### src/rtl/m68k_bus_initiator.sv
// 68000-style asynchronous bus master: runs single-word requests as /AS-/DS bus cycles,
// waits on a synchronised /DTACK and returns read data or a bus-error flag.
module m68k_bus_initiator #(
    parameter int unsigned TIMEOUT = 64,
    parameter int unsigned ADDR_W  = 23
) (
    input  logic              cpu_clk,
    input  logic              cpu_nreset,
    input  logic              req_valid,
    output logic              req_ready,
    input  logic              req_rw,
    input  logic [ADDR_W-1:0] req_addr,
    input  logic [15:0]       req_wdata,
    input  logic [1:0]        req_be,
    output logic              rsp_valid,
    output logic [15:0]       rsp_rdata,
    output logic              rsp_berr,
    output logic [ADDR_W-1:0] bus_a,
    output logic              bus_rw,
    output logic              bus_nas,
    output logic              bus_nuds,
    output logic              bus_nlds,
    output logic [15:0]       bus_d_out,
    output logic              bus_d_oe,
    input  logic [15:0]       bus_d_in,
    input  logic              bus_ndtack
);

    localparam int unsigned DATA_W = 16;
    localparam int unsigned CNT_W  = 8;
    localparam logic [CNT_W-1:0] CNT_LAST = CNT_W'(TIMEOUT - 1);

    typedef enum logic [2:0] {
        ST_IDLE,
        ST_REJ,
        ST_S1,
        ST_S2,
        ST_S3,
        ST_S4,
        ST_S5
    } state_t;

    state_t              state_q, state_d;
    logic [ADDR_W-1:0]   addr_q;
    logic [DATA_W-1:0]   wdata_q;
    logic                rw_q;
    logic [1:0]          be_q;
    logic [CNT_W-1:0]    cnt_q, cnt_d;
    logic                dtack_s;

    logic                accept;
    logic                timeout_hit;
    logic                rw_n;
    logic [1:0]          be_n;
    logic                strobe_on;
    logic                req_ready_d, rsp_valid_d, rsp_berr_d, bus_rw_d;
    logic                bus_nas_d, bus_nuds_d, bus_nlds_d, bus_d_oe_d;
    logic [DATA_W-1:0]   rsp_rdata_d;

    assign accept      = req_valid && (state_q == ST_IDLE);
    assign timeout_hit = (state_q == ST_S3) && !dtack_s && (cnt_q == CNT_LAST);
    assign bus_a       = addr_q;
    assign bus_d_out   = wdata_q;

    // Next state plus next values of every registered bus/response output.
    always_comb begin
        state_d     = state_q;
        cnt_d       = cnt_q;
        rsp_rdata_d = rsp_rdata;

        case (state_q)
            ST_IDLE: if (req_valid) state_d = (req_be == 2'b00) ? ST_REJ : ST_S1;
            ST_REJ:  state_d = ST_IDLE;
            ST_S1:   state_d = ST_S2;
            ST_S2: begin
                state_d = ST_S3;
                cnt_d   = '0;
            end
            ST_S3: begin
                if (dtack_s) begin
                    state_d = ST_S4;
                    if (rw_q) rsp_rdata_d = bus_d_in;
                end else if (cnt_q == CNT_LAST) begin
                    state_d = ST_S4;
                    if (rw_q) rsp_rdata_d = 16'hFFFF;
                end else begin
                    cnt_d = cnt_q + CNT_W'(1);
                end
            end
            ST_S4:   state_d = ST_S5;
            ST_S5:   state_d = ST_IDLE;
            default: state_d = ST_IDLE;
        endcase

        rw_n = accept ? req_rw : rw_q;
        be_n = accept ? req_be : be_q;

        // Reads strobe with /AS; writes wait one cycle for the data bus to settle.
        strobe_on   = (state_d == ST_S3) || ((state_d == ST_S2) && rw_n);
        bus_nas_d   = !((state_d == ST_S2) || (state_d == ST_S3));
        bus_nuds_d  = !(strobe_on && be_n[1]);
        bus_nlds_d  = !(strobe_on && be_n[0]);
        bus_d_oe_d  = !rw_n && (state_d inside {ST_S2, ST_S3, ST_S4});
        bus_rw_d    = (state_d inside {ST_S1, ST_S2, ST_S3, ST_S4}) ? rw_n : 1'b1;
        req_ready_d = (state_d == ST_IDLE);
        rsp_valid_d = (state_d == ST_S4) || (state_d == ST_REJ);
        rsp_berr_d  = (state_d == ST_REJ) || timeout_hit;
    end

    always_ff @(posedge cpu_clk or negedge cpu_nreset) begin
        if (!cpu_nreset) begin
            state_q   <= ST_IDLE;
            cnt_q     <= '0;
            dtack_s   <= 1'b0;
            addr_q    <= '0;
            wdata_q   <= '0;
            rw_q      <= 1'b1;
            be_q      <= 2'b00;
            req_ready <= 1'b1;
            rsp_valid <= 1'b0;
            rsp_berr  <= 1'b0;
            rsp_rdata <= '0;
            bus_rw    <= 1'b1;
            bus_nas   <= 1'b1;
            bus_nuds  <= 1'b1;
            bus_nlds  <= 1'b1;
            bus_d_oe  <= 1'b0;
        end else begin
            state_q   <= state_d;
            cnt_q     <= cnt_d;
            dtack_s   <= !bus_ndtack;
            if (accept) begin
                addr_q  <= req_addr;
                wdata_q <= req_wdata;
                rw_q    <= req_rw;
                be_q    <= req_be;
            end
            req_ready <= req_ready_d;
            rsp_valid <= rsp_valid_d;
            rsp_berr  <= rsp_berr_d;
            rsp_rdata <= rsp_rdata_d;
            bus_rw    <= bus_rw_d;
            bus_nas   <= bus_nas_d;
            bus_nuds  <= bus_nuds_d;
            bus_nlds  <= bus_nlds_d;
            bus_d_oe  <= bus_d_oe_d;
        end
    end

endmodule

### config.mk
export PLATFORM = sky130hd
export DESIGN_NAME = m68k_bus_initiator
export DESIGN_NICKNAME = d
export VERILOG_FILES = /design/src/rtl/m68k_bus_initiator.sv
export SDC_FILE = /design/constraint.sdc
export NUM_CORES = 1
export LEC_CHECK = 0
export BUFFER_PORTS_ARGS = -buffer_cell sky130_fd_sc_hd__buf_4
export CELL_PAD_IN_SITES_DETAIL_PLACEMENT = 1
export CELL_PAD_IN_SITES_GLOBAL_PLACEMENT = 2
export CORE_MARGIN = 2
export CORE_UTILIZATION = 33
export CTS_CLUSTER_SIZE = 8
export DETAILED_ROUTE_END_ITERATION = 8
export PLACE_DENSITY = 0.95
export SLEW_MARGIN = 30
export SYNTH_ARGS = -nofsm -noshare
export SYNTH_HDL_FRONTEND = slang
export SYNTH_SLANG_ARGS = --single-unit
### constraint.sdc
create_clock -name cpu_clk -period 5.61 [get_ports cpu_clk]
set_input_delay 0.561 -clock cpu_clk [delete_from_list [all_inputs] [get_ports cpu_clk]]
set_output_delay 0.561 -clock cpu_clk [all_outputs]
set_load 0.01 [all_outputs]
# After elaboration in Yosys (flattened, before gate mapping)

Cells that the tools add are included.

Add/sub/neg operators: 1
Equal/unequal tests: 14
Mux-type cells: 15
Reductions and logical operators: 26

Operator list:

| cell                                                | count |
|---|---|
| 2-to-1 mux 16 bit                                   | 4 |
| 2-to-1 mux 8 bit                                    | 2 |
| case mux 8 bit (2 select lines)                     | 1 |
| case mux 3 bit (5 select lines)                     | 1 |
| equality test 3 x 2 -> 1 bit, second input constant | 4 |
| equality test 3 bit, second input constant          | 4 |
| 2-to-1 mux 3 bit                                    | 3 |
| adder 8 x 1 -> 8 bit, second input constant         | 1 |
| equality test 8 x 6 -> 1 bit, second input constant | 1 |
| != test 2 bit, second input constant                | 4 |
| logical AND 1 bit                                   | 7 |
| logical NOT 1 bit                                   | 6 |
| logical NOT 3 bit                                   | 2 |
| logical OR 1 bit                                    | 4 |
| 2-to-1 mux 2 bit                                    | 2 |
| AND reduction 4 bit                                 | 1 |
| nonzero test 2 bit                                  | 2 |
| nonzero test 4 bit                                  | 1 |
| equality test 3 x 1 -> 1 bit, second input constant | 1 |
| AND reduction 3 bit                                 | 1 |
| nonzero test 3 bit                                  | 1 |
| logical NOT 2 bit                                   | 1 |
| 2-to-1 mux 1 bit                                    | 2 |

Register bits: 78
Bits of input ports: 62
Output and inout bits: 63
Word-level logic and storage cells: 72

# Longest topological paths before layout

Word-level depth: 9
Mapped depth: 7
Gate-level depth less buffers: 5

# Worst setup path before layout

Ideal clock, no wire load.

Path type: reg2reg
Start point: reg cnt_q[0]
End point: reg rsp_rdata[10]
Setup time: 0.065 ns
Arrival time: 1.734 ns
Data required time: 5.545 ns
Slack: 3.811 ns
Cell stages (with the launch flop): 7
Buffers on the path: 1
Clock period less this slack: 1.799 ns
Cells stage by stage: dfrtp_1 ha_1 nor3b_1 a21oi_1 nor2_2 buf_2 o22a_1

Word-level cells in the longest chain between the ends: 3
Elaborated cells between the ends (all ways): 4
Classes of those cells: 2 x eq/ne; 2 x reduce/logical

RTL lines:

| item                                                                 | line | source |
|---|---|---|
| from (decl)                                                          | 48   | `logic [CNT_W-1:0] cnt_q, cnt_d;` |
| from (signal assigned)                                               | 130  | `cnt_q <= cnt_d;` |
| equality test 8 x 6 -> 1 bit (*)                                     | 83   | `end else if (cnt_q == CNT_LAST) begin` |
| != test 2 bit (no source line) or nonzero test 2 bit (tied branches) | n/a  |  |
| AND reduction 4 bit (no source line) (*)                             | n/a  |  |
| to (signal assigned)                                                 | 141  | `rsp_rdata <= rsp_rdata_d;` |
| to (decl)                                                            | 16   | `output logic [15:0] rsp_rdata,` |

Mark *: on every way between the ends. The rest lies on a longest branch, timed or not.
A chain may end at the register's enable or synchronous reset.

# Worst setup path in the final report

Start point: reg cnt_q[0]
End point: reg rsp_rdata[12]

The elaborated chain is that of the path after synthesis.

==> reports/metrics.yaml <==
run_status:
  status: "completed"
critical_path:
  worstSetupEndpointType: "register"
  endpoint: "rsp_rdata[12]"
  cpPeakStageDelay_ns: 0.56
  r2r-end: "rsp_rdata[12]"
  reg2reg_depth: 5
  cp_num_buf_inv: 0
  worst_setup_path_startpoint: "cnt_q[0]"
  crit_arrival_ns: 2.53
  critPathLaunchType: "register"
  critPathTopFamily: "simple AND/OR/NAND/NOR gates"
  cp.depth: 5
  slowest_stage: "nor2_2"
  crit_chain: "ha_1 > nor3b_1 > a21oi_1 > nor2_2 > o22a_1"
  r2r_slack_ns: 3.36
  crit_required_ns: 5.89
  crit_type: "reg2reg"
  worstPathMaxFanout: 16
  r2r-start: "cnt_q[0]"
route:
  first_pass_iters: 4
  wl_met2_um: 3710
  drtIter0Drc: 58
  wl_um: 7450
  postRouteAntennaNets: 0
  detail_route.wl_per_cell_um: 16.2
  num_vias: 2226
  topRoutingLayerUsed: "met4"
  m1WireLength_um: 3070
  met3_length_um: 522
  drc: 0
  via_per_inst: 4.83
power_and_ir_drop:
  cellPowerDensity_nw_per_um2: 544
  finalPower_mw: 2.32
  ir_drop_mv: 0.205
  power_leakage_nw: 2.00
floorplanning:
  rows: 35
  die_area_sq_um: 10000
  ioPinCount: 125
  core_area_sq_um: 9110
  die_width_um: 100
  start_util_pct: 33.5
  die_y_um: 100
timing:
  fin_crit_ns: 2.25
  totalNegativeSetupSlack_ns: 0
  rsz0062_at_grt: "no"
  clock.fmax_mhz: 444
  finalMaxSlewViolations: 0
  skew_ns: 0.0117
  worst_pin_slew_ns: 0.722
  setup_viol: 0
  relSlewSlack_pct: 51.9
  period_share_pct: 40.2
  timing.final.hold_violations: 0
job:
  drv_cap: 0
synthesis:
  synth_cell_types: 36
  postSynthCellCount: 221
  synth_area_leaders: "dfrtp_1 59%, mux2_2 15%, dfstp_2 5.2%"
  synth_top_area_share_pct: 59.0
  syn_nets: 284
  synth_area_leader_cell: "dfrtp_1"
  postSynthAreaPerCell_sq_um: 13.8
  yosysSeqAreaShare_pct: 64.2
  ys_ff_latch: 78
  ys_warn_count: 0
  synth_area_sq_um: 3050
cts:
  cts.sinks: 78
  cts_tree: "done"
  cts_resized: 0
  clk_pin_slew_worst_paths_ns: 0.08
  htree_levels: 3
  postCtsHoldBufs: 0
  post_cts_buffers: 0
  clock_path_buffers: 2
  clockRootBuffer: "clkbuf_8"
  cts_buffers: 9
  clkLatencyLatePin_ns: 0.34
layout:
  nets: 408
  syn_to_final_growth_pct: 39.7
  drive_gt1_share_pct: 54.3
  num_antenna_cells: 0
global_routing:
  antenna_found_initial: 0
  grt_start_max_net_pins: 79
  grt_overflow_total: 0
  grt_pass1_wl_um: 11600
  grt_pass1_vias: 2379
  track_usage_pct: 14.7
placement:
  place_hpwl_um: 5360
  gp_congestion: 0.803
  io_buffers: 124
worst_hold_path:
  hold_path.class: "in2async"
power breakdown:
part | internal [mW] | total (mW) | switching [mW] | leakage [nW]
clock network | 0.204 | 0.414 | 0.209 | 0.0883
registers | 0.828 | 0.980 | 0.152 | 0.933
logic | 0.544 | 0.927 | 0.383 | 0.975
total | 1.58 | 2.32 | 0.744 | 2.00
worst register-to-register path, cell delays in order (launching register included):
cell and delay [ns]:
dfrtp_1 0.43, ha_1 0.24, nor3b_1 0.52, a21oi_1 0.23, nor2_2 0.56, o22a_1 0.24
layout make-up:
| cell class | instances | area [sq um] |
|---|---|---|
| Clock buffer | 10 | 128 |
| Clock inverter | 6 | 62.6 |
| Fill cell | 1003 | 4840 |
| Inverter | 3 | 11.3 |
| Multi-Input combinational cell | 129 | 1030 |
| Sequential cell | 78 | 1960 |
| Tap cell | 111 | 139 |
| Timing Repair Buffer | 124 | 935 |
layer usage:
metal  track usage [%]  vias up
met2              24.2       85
li1                  -     1032
met1              18.4     1097
met5                 0        -
met4              4.85        0
met3              4.87       12
how the worst min path moves through the flow:
stage	end	depth (start not counted)	slack (ns)	from
2_1_floorplan	be_q[0]	0	0.27	cpu_nreset
3_3_place_gp	cnt_q[5]	1	0.47	cnt_q[5]
3_5_place_dp	cnt_q[5]	1	0.48	cnt_q[5]
4_1_cts	dtack_s	2	0.33	bus_ndtack
5_1_grt	be_q[1]	1	0.29	cpu_nreset
6_report	cnt_q[1]	1	0.23	cpu_nreset
layout by cell type (no fill, tap or decap), drive strengths merged, types with 5 or more instances in the layout:
cell | netlist | final
dfstp | 6 | 6
clkbuf | 4 | 10
nand3 | 9 | 9
o21ai | 5 | 5
nor2 | 11 | 11
o22a | 17 | 17
nand2 | 14 | 14
buf | 7 | 124
dfrtp | 72 | 72
mux2 | 42 | 42
through the flow:
step | instances | worst slack [ns] | hold slack (ns) | instance area [sq um] | util, %
4_1_cts | 461 | 3.31 | 0.331 | 4260 | 46.7
5_1_grt | 461 | 3.09 | 0.291 | 4270 | 46.8
3_3_place_gp | 445 | 3.42 | 0.467 | 4070 | 44.7
3_5_place_dp | 445 | 3.35 | 0.485 | 4070 | 44.7
2_1_floorplan | 221 | 3.81 | 0.265 | 3050 | -
6_report | 461 | 3.36 | 0.229 | 4270 | 46.8
sequential cells by signal, summed over array words and instances (netlist names):
| name | cells |
|---|---|
| bus_nuds | 1 |
| bus_nlds | 1 |
| state_q | 3 |
| bus_d_oe | 1 |
| bus_a | 23 |
| rsp_berr | 1 |
| req_ready | 1 |
| cnt_q | 8 |
| be_q | 2 |
| bus_d_out | 16 |
| bus_rw | 1 |
| rw_q | 1 |
| rsp_rdata | 16 |
| bus_nas | 1 |
| rsp_valid | 1 |
| dtack_s | 1 |
cells in the mapped netlist:
| master | n |
|---|---|
| dfrtp_1 | 72 |
| mux2_2 | 42 |
| o22a_1 | 17 |
| nand2_1 | 14 |
| nor2_1 | 10 |
| nand3_1 | 9 |
| buf_2 | 6 |
| dfstp_2 | 6 |
| o21ai_0 | 5 |
| clkbuf_1 | 4 |
| a21oi_1 | 3 |
| inv_1 | 3 |
| mux2i_1 | 3 |
| and3_1 | 2 |
| nor2b_1 | 2 |
| nor3b_1 | 2 |
| o21a_1 | 2 |
| a211oi_1 | 1 |
| a21o_1 | 1 |
| and2_1 | 1 |
| and4_1 | 1 |
| buf_6 | 1 |
| ha_1 | 1 |
| nand2b_1 | 1 |
| nand3b_1 | 1 |
| nor2_2 | 1 |
| nor3_1 | 1 |
| nor4b_1 | 1 |
| o211ai_1 | 1 |
| o21bai_1 | 1 |
| o22ai_1 | 1 |
| o31ai_1 | 1 |
| or4_1 | 1 |
| or4b_4 | 1 |
| xnor2_1 | 1 |
| xor2_1 | 1 |
logic make-up after synthesis:
group                    count (synthesis)  share of synthesized area (%)
flip-flops                              78                           64.2
multiplexers                            45                           16.5
adder cells (fa/ha/maj)                  1                          0.410
AND/OR/NAND/NOR                         48                           8.03
AO/OA/AOI/OAI                           33                           8.11
XOR/XNOR                                 2                          0.574
buffers and inverters                   14                           2.21
(Power assumes the default switching activity.)
